**config.mk**
```make
export PLATFORM = sky130hd
export DESIGN_NAME = spi_mem_bridge
export DESIGN_NICKNAME = d
export VERILOG_FILES = /design/src/rtl/spi_mem_bridge.sv
export SDC_FILE = /design/constraint.sdc
export NUM_CORES = 1
export LEC_CHECK = 0
export BUFFER_PORTS_ARGS = -buffer_cell sky130_fd_sc_hd__buf_4
export CORE_ASPECT_RATIO = 2
export CORE_MARGIN = 4
export CORE_UTILIZATION = 45
export CTS_CLUSTER_SIZE = 12
export DETAILED_ROUTE_END_ITERATION = 7
export PLACE_DENSITY = 0.73
export SLEW_MARGIN = 20
export SYNTH_ARGS = -nofsm -noshare
export SYNTH_HDL_FRONTEND = slang
export SYNTH_SLANG_ARGS = --single-unit
```
**constraint.sdc**
```tcl
create_clock -name CLK -period 1.85 [get_ports CLK]
set_input_delay 0.185 -clock CLK [delete_from_list [all_inputs] [get_ports CLK]]
set_output_delay 0.185 -clock CLK [all_outputs]
set_load 0.005 [all_outputs]
```
**src/rtl/spi_mem_bridge.sv**
```systemverilog
// spi_mem_bridge: SPI mode-3 slave (MSB first) oversampled in the CLK domain,
// decoding opcode/argument/data words into register-memory bursts, a channel
// enable vector and sticky error flags.
module spi_mem_bridge #(
  parameter int unsigned DW        = 8,
  parameter int unsigned AW        = 4,
  parameter int unsigned N_CH      = 1,
  parameter int unsigned BURST_LEN = 5,
  parameter bit          WRAP      = 1'b1,
  parameter logic [7:0]  REV_ID    = 8'h0A
) (
  input  logic            CLK,
  input  logic            RESET,
  input  logic            CCLK,
  input  logic            SCSN,
  input  logic            SI,
  output logic            SO,
  output logic            MEM_WR,
  output logic            MEM_RD,
  output logic [AW-1:0]   MEM_ADDR,
  output logic [DW-1:0]   MEM_WDATA,
  input  logic [DW-1:0]   MEM_RDATA,
  output logic [N_CH-1:0] ENABLE,
  input  logic            RESETEN,
  output logic            BUSY,
  output logic [1:0]      ERR
);
  localparam int unsigned BW = (DW > 1) ? $clog2(DW) : 1;
  localparam int unsigned CW = AW + 1;

  localparam logic [7:0] OP_EN_SET  = 8'h01;
  localparam logic [7:0] OP_EN_CLR  = 8'h02;
  localparam logic [7:0] OP_MEM_WR  = 8'h03;
  localparam logic [7:0] OP_MEM_RD  = 8'h04;
  localparam logic [7:0] OP_REV_ID  = 8'h05;
  localparam logic [7:0] OP_STATUS  = 8'h06;
  localparam logic [7:0] OP_CLR_ERR = 8'h07;

  typedef enum logic [2:0] {S_IDLE, S_CMD, S_ARG, S_DATA, S_DRAIN} state_t;
  state_t r_state, w_next;

  logic [2:0]      r_cclk_s, r_scsn_s;
  logic [1:0]      r_si_s;
  logic            r_armed;
  logic            w_cs, w_cclk_rise, w_cclk_fall, w_scsn_fall;
  logic [BW-1:0]   r_bitcnt;
  logic [DW-2:0]   r_rx;
  logic [DW-1:0]   w_rx_word, r_word, r_tx;
  logic            w_word_done, r_wv, r_so, r_mem_rd, r_rd_d1;
  logic [7:0]      r_op;
  logic [AW-1:0]   r_addr, r_start, w_wrap_end, w_addr_next;
  logic [CW-1:0]   r_cnt;
  logic [N_CH-1:0] r_en;
  logic [1:0]      r_err;
  logic            w_mem_wr, w_rd_req, w_tx_load, w_addr_start, w_addr_adv, w_cnt_inc;
  logic            w_err_clr, w_en_set, w_en_clr, w_op_load;
  logic [1:0]      w_err_set;
  logic [DW-1:0]   w_tx_val;

  // Synchronise SPI inputs. The SCSN chain resets to "selected" and r_armed only
  // rises once a genuine high has been seen, so a SCSN held low across RESET
  // cannot fake a falling edge: the host must deselect and reselect.
  always_ff @(posedge CLK) begin
    if (RESET) begin
      r_cclk_s <= '1;
      r_scsn_s <= '0;
      r_si_s   <= '0;
      r_armed  <= 1'b0;
    end else begin
      r_cclk_s <= {r_cclk_s[1:0], CCLK};
      r_scsn_s <= {r_scsn_s[1:0], SCSN};
      r_si_s   <= {r_si_s[0], SI};
      if (r_scsn_s[1]) r_armed <= 1'b1;
    end
  end

  assign w_cs        = r_armed & ~r_scsn_s[1];
  assign w_scsn_fall = r_armed & r_scsn_s[2] & ~r_scsn_s[1];
  assign w_cclk_rise = r_cclk_s[1] & ~r_cclk_s[2];
  assign w_cclk_fall = ~r_cclk_s[1] & r_cclk_s[2];
  assign w_rx_word   = {r_rx, r_si_s[1]};
  assign w_word_done = w_cs && (r_state != S_IDLE) && w_cclk_rise && (r_bitcnt == BW'(DW - 1));

  // Receive shifter: sample SI on CCLK rise, emit word_valid after DW bits.
  always_ff @(posedge CLK) begin
    if (RESET) begin
      r_bitcnt <= '0;
      r_rx     <= '0;
      r_wv     <= 1'b0;
      r_word   <= '0;
    end else begin
      r_wv <= w_word_done;
      if (w_word_done) r_word <= w_rx_word;
      if (!w_cs || r_state == S_IDLE) begin
        r_bitcnt <= '0;
      end else if (w_cclk_rise) begin
        r_rx     <= w_rx_word[DW-2:0];
        r_bitcnt <= w_word_done ? '0 : r_bitcnt + 1'b1;
      end
    end
  end

  // FSM state register.
  always_ff @(posedge CLK) begin
    if (RESET) r_state <= S_IDLE;
    else       r_state <= w_next;
  end

  // FSM next-state decode; deselect returns to IDLE from anywhere.
  always_comb begin
    w_next = r_state;
    case (r_state)
      S_IDLE: if (w_scsn_fall) w_next = S_CMD;
      S_CMD:  if (r_wv) w_next = (r_word[7:0] >= OP_EN_SET && r_word[7:0] <= OP_MEM_RD) ? S_ARG : S_DRAIN;
      S_ARG:  if (r_wv) w_next = (r_op == OP_MEM_WR || r_op == OP_MEM_RD) ? S_DATA : S_DRAIN;
      default: ;
    endcase
    if (r_state != S_IDLE && !w_cs) w_next = S_IDLE;
  end

  // FSM output decode: per-word actions taken on word_valid.
  always_comb begin
    w_mem_wr     = 1'b0;
    w_rd_req     = 1'b0;
    w_tx_load    = 1'b0;
    w_tx_val     = '1;
    w_addr_start = 1'b0;
    w_addr_adv   = 1'b0;
    w_cnt_inc    = 1'b0;
    w_err_set    = 2'b00;
    w_err_clr    = 1'b0;
    w_en_set     = 1'b0;
    w_en_clr     = 1'b0;
    w_op_load    = 1'b0;
    if (r_wv) begin
      w_tx_load = 1'b1;
      case (r_state)
        S_CMD: begin
          w_op_load = 1'b1;
          case (r_word[7:0])
            OP_REV_ID:  w_tx_val = DW'(REV_ID);
            OP_STATUS:  w_tx_val = DW'({r_err, r_en});
            OP_CLR_ERR: w_err_clr = 1'b1;
            OP_EN_SET, OP_EN_CLR, OP_MEM_WR, OP_MEM_RD: ;
            default:    w_err_set[0] = 1'b1;
          endcase
        end
        S_ARG: begin
          case (r_op)
            OP_EN_SET: w_en_set = 1'b1;
            OP_EN_CLR: w_en_clr = 1'b1;
            OP_MEM_WR: w_addr_start = 1'b1;
            OP_MEM_RD: begin
              w_addr_start = 1'b1;
              w_rd_req     = 1'b1;
            end
            default: ;
          endcase
        end
        S_DATA: begin
          // Reads were prefetched one word ahead, so the last in-burst word
          // requests nothing further.
          if (r_cnt < CW'(BURST_LEN)) begin
            w_cnt_inc = 1'b1;
            if (r_op == OP_MEM_WR) begin
              w_mem_wr   = 1'b1;
              w_addr_adv = 1'b1;
            end else if ((r_cnt + 1'b1) < CW'(BURST_LEN)) begin
              w_addr_adv = 1'b1;
              w_rd_req   = 1'b1;
            end
          end else begin
            w_err_set[1] = 1'b1;
          end
        end
        default: ;
      endcase
    end
  end

  assign w_wrap_end  = r_start + AW'(BURST_LEN - 1);
  assign w_addr_next = (WRAP && (r_addr == w_wrap_end)) ? r_start : r_addr + 1'b1;

  // Datapath: address/burst tracking, enables, error flags and transmit shifter.
  always_ff @(posedge CLK) begin
    if (RESET) begin
      r_op     <= '0;
      r_addr   <= '0;
      r_start  <= '0;
      r_cnt    <= '0;
      r_mem_rd <= 1'b0;
      r_rd_d1  <= 1'b0;
      r_en     <= '0;
      r_err    <= '0;
      r_tx     <= '1;
      r_so     <= 1'b1;
    end else begin
      r_mem_rd <= w_rd_req;
      r_rd_d1  <= r_mem_rd;
      if (w_op_load) r_op <= r_word[7:0];
      if (w_addr_start) begin
        r_addr  <= r_word[AW-1:0];
        r_start <= r_word[AW-1:0];
        r_cnt   <= '0;
      end else if (w_addr_adv) begin
        r_addr <= w_addr_next;
      end
      if (w_cnt_inc) r_cnt <= r_cnt + 1'b1;
      if (w_err_clr) r_err <= '0;
      else           r_err <= r_err | w_err_set;
      if (RESETEN)       r_en <= '0;
      else if (w_en_set) r_en <= r_en | r_word[N_CH-1:0];
      else if (w_en_clr) r_en <= r_en & ~r_word[N_CH-1:0];
      if (!w_cs) begin
        r_so <= 1'b1;
        r_tx <= '1;
      end else if (w_cclk_fall) begin
        r_so <= r_tx[DW-1];
        r_tx <= {r_tx[DW-2:0], 1'b1};
      end
      if (w_scsn_fall)    r_tx <= DW'(REV_ID);
      else if (w_tx_load) r_tx <= w_tx_val;
      if (r_rd_d1) r_tx <= MEM_RDATA;
    end
  end

  assign SO        = r_so;
  assign MEM_WR    = w_mem_wr;
  assign MEM_RD    = r_mem_rd;
  assign MEM_ADDR  = r_addr;
  assign MEM_WDATA = r_word;
  assign ENABLE    = r_en;
  assign ERR       = r_err;
  assign BUSY      = w_cs;

endmodule

```
-- Word level (Yosys, flattened, before mapping)
Index checks and enable logic that the tools add are counted.
- muxes and demuxes: 58
- $add $sub $neg: 4
- eq/ne operators: 20
- reduce and logical (&&, ||, !) cells: 24
- bitwise operators: 15
- magnitude comparators: 4
- operators by type and width (operator ; number):
    two-way mux 8 bit ; 7
    == test 8 x 3 -> 1 bit (second input constant) ; 5
    two-way mux 1 bit ; 36
    == test 8 x 2 -> 1 bit (second input constant) ; 4
    two-way mux 3 bit ; 6
    == test 8 x 1 -> 1 bit (second input constant) ; 2
    one-hot mux 8 bit (2 select lines) ; 1
    OR reduction 2 bit ; 7
    two-way mux 4 bit ; 3
    less-than comparator 5 x 3 -> 1 bit (second input constant) ; 2
    two-way mux 5 bit ; 2
    one-hot mux 3 bit (3 select lines) ; 1
    greater-or-equal comparator 8 x 1 -> 1 bit (second input constant) ; 1
    <= comparator 8 x 3 -> 1 bit (second input constant) ; 1
    NOT 1 bit ; 7
    OR reduction 7 bit ; 1
    AND 1 bit ; 6
    == test 3 x 2 -> 1 bit (second input constant) ; 2
    inequality test 2 bit (second input constant) ; 3
    nonzero test 2 bit ; 3
    nonzero test 3 bit ; 2
    adder 5 x 1 -> 5 bit (second input constant) ; 1
    logical AND 1 bit ; 5
    inequality test 5 x 1 -> 1 bit (second input constant) ; 1
    other kinds (15) ; 16
- output and inout port bits: 19
- logic and storage cells: 144
- register bits after elaboration: 66

-- Logic depth before layout (Yosys ltp)
Gate-level depths: netlist (run 1).
- depth after elaboration: 9
- gate-level depth with buffers: 8
- gate-level depth less buffers: 7

-- Worst setup path after synthesis (run 1)
No wires, ideal clock.
- path kind: register to register
- start point: reg r_word[7], in the netlist MEM_WDATA[7]
- end point: reg r_tx[3]
- required time: 1.730 ns
- arrival time: 1.727 ns
- path slack: 0.004 ns
- cell stages (with the launch flop): 7
- clock period less this slack: 1.846 ns
- cells stage by stage: dfxtp_1 > or4_1 > and4bb_2 > nand3_1 > o21ai_1 > a21oi_1 > a211o_1
- cells in the longest elaborated chain, start to end: 7
- elaborated cells between the ends (all ways): 8
- those cells by class: 2 x eq/ne; 6 x mux
- ends and longest elaborated chain (item ; line ; text):
    start, declared ; 48 ; logic [DW-1:0] w_rx_word, r_word, r_tx;
    start signal, assigned ; 93 ; if (w_word_done) r_word <= w_rx_word;
    == test 8 x 3 -> 1 bit ; 140 ; case (r_word[7:0])
    one-hot mux 8 bit (2 select lines) (*) ; 140 ;
    two-way mux 8 bit (*) ; 137 ; case (r_state)
    two-way mux 8 bit (*) ; 135 ; if (r_wv) begin
    two-way mux 8 bit (*) ; 222 ; else if (w_tx_load) r_tx <= w_tx_val;
    two-way mux 8 bit (*) ; 221 ; if (w_scsn_fall) r_tx <= DW'(REV_ID);
    two-way mux 8 bit (*) ; 223 ; if (r_rd_d1) r_tx <= MEM_RDATA;
    end signal, assigned ; 219 ; r_tx <= {r_tx[DW-2:0], 1'b1};
    end signal, assigned ; 221 ;
    end signal, assigned ; 222 ;
    end, declared ; 48 ;
Every way passes the cells marked *; elsewhere a longest branch is shown, timed or not.
A chain may end at the register's enable or synchronous reset.

-- Worst setup path in the final report (run 1)
- start point: reg r_op[3]
- end point: out MEM_WR
- cells in the longest elaborated chain, start to end: 5
- ends and longest elaborated chain (item ; line ; text):
    start, declared ; 50 ; logic [7:0] r_op;
    start signal, assigned ; 200 ; if (w_op_load) r_op <= r_word[7:0];
    == test 8 x 2 -> 1 bit ; 165 ; if (r_op == OP_MEM_WR) begin
    two-way mux 1 bit ; 165 ;
    two-way mux 1 bit ; 163 ; if (r_cnt < CW'(BURST_LEN)) begin
    two-way mux 1 bit ; 137 ;
    two-way mux 1 bit ; 135 ;
    end, declared ; 18 ; output logic MEM_WR,
Every way passes these cells.

==> results_dict.tcl, run 1 <==
set metrics [dict create \
    status "complete, but fails checks" \
    violations "setup timing" \
    areaGrowthSynthToFinish_pct 31.8 \
    p_leak_nw 1.54 \
    worst_ep_required_time_ns 1.66 \
    grt_setup_unrepaired "yes" \
    worst_path_dominant_cell_family "simple AND/OR/NAND/NOR gates" \
    maxSlewHeadroom_pct 61.0 \
    synth-warning-count 0 \
    netlist_instances 367 \
    grt_start_max_net_pins 62 \
    globalRoute.totalOverflow 0 \
    clk_pin_slew_worst_paths_ns 0.05 \
    post-route-period-util_pct 104 \
    n_antenna_cell 0 \
    globalplace.congestion 0.893 \
    crit_type "register to primary output" \
    cts_sink_cnt 66 \
    number_of_buffers_created_by_cts 9 \
    timing.final.ws_setup_ns -0.0763 \
    synth-edff-count 0 \
    final-setup-viol-count 7 \
    max_freq_mhz 519 \
    clock_tree_root_driver_cell "clkbuf_16" \
    syn-cell-area_um2 3060 \
    detail_route.vias_per_cell 5.31 \
    synth_area_leaders "dfxtp_1, nand2_1, a21oi_1, nor2_1, mux2i_1" \
    placedCellCount 501 \
    synth.largest_area_cell "dfxtp_1" \
    synthDominantCellAreaShare_pct 43.2 \
    postLayoutCellArea_um2 4030 \
    ff_latch_count_synth 66 \
    detail-route-antenna-nets 0 \
    max_stage_delay_ns 0.57 \
    clock_path_buffers 2 \
    nets 445 \
    multi_input_comb_area_um2 1760 \
    fillCellCount 589 \
    numPortBuffers 32 \
    synth_area_per_cell_um2 8.34 \
    fin_crit_ns 1.93 \
    synthArstFlopShare_pct 0 \
    timing.critical_path.slowest_stage_cell "or4_4" \
    yosysSeqAreaShare_pct 43.2 \
    detailedPlacementHpwl_um 5350 \
    sequential_cell_area_um2 1330 \
    detailroute.via_count 2757 \
    fin_cells 519 \
    die_area_um2 8260 \
    synth_ff_type "dfxtp_1" \
    start_util_pct 46.2 \
    power_density_nw_per_um2 781 \
    wire_length_of_the_first_global_routing_pass_um 12400 \
    postSynthNetCount 385 \
    worstSetupEndpointType "primary output" \
    worstMarginPinSlew_ns 0.586 \
    layout-drive-gt1-share_pct 30.6 \
    fin_worst_skew_ns 0.00838 \
    worstPathMaxFanout 3 \
    crit_chain "or4_4 -> nor2_4 -> and3_4 -> and2_4 -> buf_6" \
    crit_arrival_ns 1.74 \
    post_drt_wl_per_cell_um 14.6 \
    insertion_delay_ns 0.33 \
    floorplan.rows 42 \
    initialDrtViolationCount 90 \
    initial_antenna_violation_count 0 \
    core_um2 6620 \
    first_global_vias 2759 \
    critical_path.n_buffers_inverters 1 \
    dieWidth_um 66.3 \
    drt_drc_violations_left 0 \
    worst_setup_path_start_kind "register" \
    timing.hold.worst.class "input pin to register" \
    hold_violations 0 \
    finalCoreUtilization_pct 60.9 \
    hold_buffers 0 \
    num_io_pins 33 \
    global_route.usage.total_pct 19.4 \
    routed_wl_um 7560 \
    post-place-ws_ns -0.0496 \
    cts-htree-levels 3 \
    drt-pass1-iter-count 4 \
    synth_cell_type_count 59 \
    instance_area_at_placement_um2 3560 \
    timing.max_cap.violations 0 \
    timing_max_transition_violations_final 0 \
    tritoncts "done" \
    floorplan.die.height_um 125 \
    peakVddDrop_mv 0.613 \
]
## cells in the mapped netlist (all sizes together), types with 8 or more instances
cell type,count
a21oi,43
nor2,34
nand2b,11
or2,10
nand2,59
clkbuf,11
dfxtp,66
buf,9
nor2b,11
o21ai,14
mux2i,12
nand3,8
## worst paths after layout
path	start	to	slack [ns]	depth (start not counted)
worst min register to register	r_cclk_s[0]$_SDFF_PP1_	r_cclk_s[1]$_SDFF_PP1_	0.41	1
worst max register to register	MEM_WDATA[7]$_SDFFE_PP0P_	r_tx[2]$_SDFFE_PP1P_	-0.05	6
worst min-delay path	RESETEN	register	0.02	2
worst max-delay path	r_op[3]$_SDFFE_PP0P_	MEM_WR	-0.08	5
## routing by layer
layer  track usage, %  vias to the layer above  part of all wire [%]
met5                0                        -                     0
li1                 -                     1383                     -
met2             34.3                       57                    56
met3             6.05                       28                   3.6
met1             19.1                     1289                    36
met4             10.3                        0                   4.6
## cells by family (layout without fill, tap and decap cells)
family	Yosys count	after routing	share of synthesized area (%)
adder cells (fa/ha/maj)	4	4	1.64
buffers and inverters	26	90	4.29
multiplexers	16	16	5.40
flip-flops	66	66	43.2
AND/OR/NAND/NOR	163	163	27.1
XOR/XNOR	6	6	1.72
AO/OA/AOI/OAI	86	86	16.6
## stage by stage
step                      hold slack, ns  setup TNS (ns)  power (mW)
final                             0.0214          -0.254        3.15
after global routing              0.0187          -0.925        3.25
after CTS                        0.00949          -0.143        3.17
after detailed placement           0.359          -0.386        1.55
after global placement             0.356          -0.127        1.55
after floorplan                    0.262               0        1.52
## repair_timing
action	CTS	global route
pin swaps	4	19
endpoints found under the setup margin	15	30
hold endpoints to repair	0	0
buffers inserted	0	3
gates resized for setup	13	30
## power by group
part | total [mW] | switching [mW] | internal [mW]
clock | 1.62 | 0.580 | 1.04
combinational | 0.0909 | 0.0488 | 0.0421
sequential | 1.44 | 0.00573 | 1.43
total | 3.15 | 0.635 | 2.52
## cell usage in the layout (no fill, tap or decap), types with 3 or more instances in the layout
cell type,count
a21o_1,3
a21oi_1,40
a31oi_1,4
buf_4,68
clkbuf_16,9
clkbuf_8,4
dfxtp_1,60
dfxtp_2,6
ha_1,3
inv_1,6
mux2_2,4
mux2i_1,12
nand2_1,56
nand2b_1,11
nand3_1,7
nand3b_1,3
nor2_1,31
nor2_4,3
nor2b_1,11
nor3_1,3
o21ai_0,4
o21ai_1,5
o21ai_2,5
o21bai_1,3
or2_1,6
or2_2,4
or3_1,3
xnor2_1,5
## state kept, by name, indices dropped and copies added (netlist names), 2 cells and up, named ones only
register,cells
ERR,2
MEM_ADDR,4
MEM_WDATA,8
r_bitcnt,3
r_cclk_s,3
r_cnt,5
r_op,8
r_rx,7
r_scsn_s,3
r_si_s,2
r_start,4
r_state,3
r_tx,8
## cell type report
type / count / share of cell area [%]
timing repair buffer: 69 / 12.9
tap: 88 / 2.73
inverter: 6 / 0.558
sequential: 66 / 32.9
clock inverter: 2 / 0.248
multi-input combinational: 275 / 43.6
clock buffer: 13 / 6.95
Power figures use the tool's default switching activity.
==> inputs of run 2 (changes only) <==
--- a/constraint.sdc
+++ b/constraint.sdc
@@ -3,2 +3,2 @@
 set_output_delay 0.185 -clock CLK [all_outputs]
-set_load 0.005 [all_outputs]
+set_load 0.05 [all_outputs]
==> run 2 against run 1 <==
The run still ends with setup timing left. Largest power group unchanged. Highest routed layer unchanged. Clock-buffer cell count is the same. Hold slack worse by 0.0016 ns. Wire length down 4.6%. Core utilization down 0.11 points. Die area unchanged. Final cell count grew 0.58%.
==> results_dict.tcl, run 2 (same netlist as run 1, synthesis figures left out) <==
set metrics [dict create \
    status "complete, but fails checks" \
    violations "setup timing" \
    fillCellCount 620 \
    number_of_buffers_created_by_cts 9 \
    tritoncts "done" \
    max_stage_delay_ns 0.55 \
    globalRoute.totalOverflow 0 \
    power_density_nw_per_um2 814 \
    layout.cells.most_common_list "buf_4, dfxtp_1, nand2_1, a21oi_1, nor2_1" \
    detailroute.via_count 2784 \
    die_area_um2 8260 \
    areaGrowthSynthToFinish_pct 31.6 \
    postLayoutCellArea_um2 4030 \
    clk_pin_slew_worst_paths_ns 0.05 \
    timing.final.ws_setup_ns -0.171 \
    globalplace.congestion 0.910 \
    grt_start_max_net_pins 62 \
    critical_path.n_buffers_inverters 2 \
    power_mw 3.28 \
    max_freq_mhz 495 \
    final-setup-viol-count 10 \
    floorplan.rows 42 \
    drt_drc_violations_left 0 \
    clock_tree_root_driver_cell "clkbuf_16" \
    cts_sink_cnt 66 \
    post_drt_wl_per_cell_um 13.8 \
    detail_route.vias_per_cell 5.33 \
    hold_buffers 0 \
    crit_arrival_ns 1.84 \
    drt-pass1-iter-count 4 \
    start_util_pct 46.2 \
    nets 447 \
    crit_type "register to primary output" \
    cts-htree-levels 3 \
    num_io_pins 33 \
    p_leak_nw 1.55 \
    fin_worst_skew_ns 0.00550 \
    n_antenna_cell 0 \
    timing_max_transition_violations_final 0 \
    multi_input_comb_area_um2 1710 \
    sequential_cell_area_um2 1340 \
    first_global_vias 2758 \
    instance_area_at_placement_um2 3570 \
    worst_path_dominant_cell_family "simple AND/OR/NAND/NOR gates" \
    core_um2 6620 \
    worstPathMaxFanout 2 \
    final_common_cell "buf_4" \
    fin_crit_ns 2.02 \
    fin_cells 522 \
    post-route-period-util_pct 109 \
    initial_antenna_violation_count 0 \
    routed_wl_um 7200 \
    layout-drive-gt1-share_pct 28.8 \
    maxSlewHeadroom_pct 61.0 \
    timing.hold.worst.class "input pin to register" \
    hold_violations 0 \
    clock_path_buffers 2 \
    crit_chain "or4_4 -> nor2_4 -> and3_4 -> buf_6 -> and2_4 -> buf_8" \
    insertion_delay_ns 0.33 \
    detail-route-antenna-nets 0 \
    peakVddDrop_mv 0.805 \
    global_route.usage.total_pct 19.1 \
    placedCellCount 501 \
    detailedPlacementHpwl_um 5150 \
    floorplan.die.height_um 125 \
    worst_setup_path_start_kind "register" \
    numPortBuffers 32 \
    worstSetupEndpointType "primary output" \
    worstMarginPinSlew_ns 0.585 \
    grt_setup_unrepaired "yes" \
    timing.max_cap.violations 0 \
    post-place-ws_ns -0.129 \
    timing.critical_path.slowest_stage_cell "or4_4" \
    dieWidth_um 66.3 \
    wire_length_of_the_first_global_routing_pass_um 12100 \
    initialDrtViolationCount 79 \
    worst_ep_required_time_ns 1.66 \
]
-- run 2: what timing repair did --
| action | 4_1_cts | 5_1_grt |
|---|---|---|
| pin swaps | 9 | 14 |
| buffers inserted | 3 | 2 |
| gates resized for setup | 16 | 13 |
| setup endpoints to repair | 16 | 27 |
-- run 2: metal layers --
metal	vias up	track usage, %	wire length, um
met2	51	32.0	3990
met4	0	17.6	425
met1	1304	18.8	2560
met5	-	0	0
li1	1400	-	-
met3	29	3.43	231
-- run 2: worst paths after layout --
path	slack [ns]	cells past startpoint	to	startpoint
min reg2reg	0.41	1	r_cclk_s[1]$_SDFF_PP1_	r_cclk_s[0]$_SDFF_PP1_
min	0.02	2	register	RESETEN
max	-0.17	6	MEM_WR	r_op[3]$_SDFFE_PP0P_
max reg2reg	-0.12	7	register	r_op[3]$_SDFFE_PP0P_
-- run 2: cell type report --
class | count | area share [%]
clock buffers | 13 | 5.97
clock inverters | 3 | 1.62
inverters | 6 | 0.559
multi-input cells | 275 | 42.4
flip-flops and latches | 66 | 33.2
well taps | 88 | 2.73
repair buffers | 71 | 13.5
-- run 2: stage by stage --
stage,util [%],setup TNS [ns],hold WS (ns)
global route,60.8,-1.89,0.00761
global placement,53.9,-0.494,0.357
detailed placement,53.9,-0.799,0.361
finish,60.8,-0.454,0.0198
floorplan,-,-0.152,0.262
CTS,59.9,-1.64,0.00736
-- run 2: power by group --
part	leakage (nW)	switching (mW)	internal [mW]
logic	0.863	0.0518	0.0415
clock network	0.148	0.570	1.18
registers	0.538	0.00554	1.43
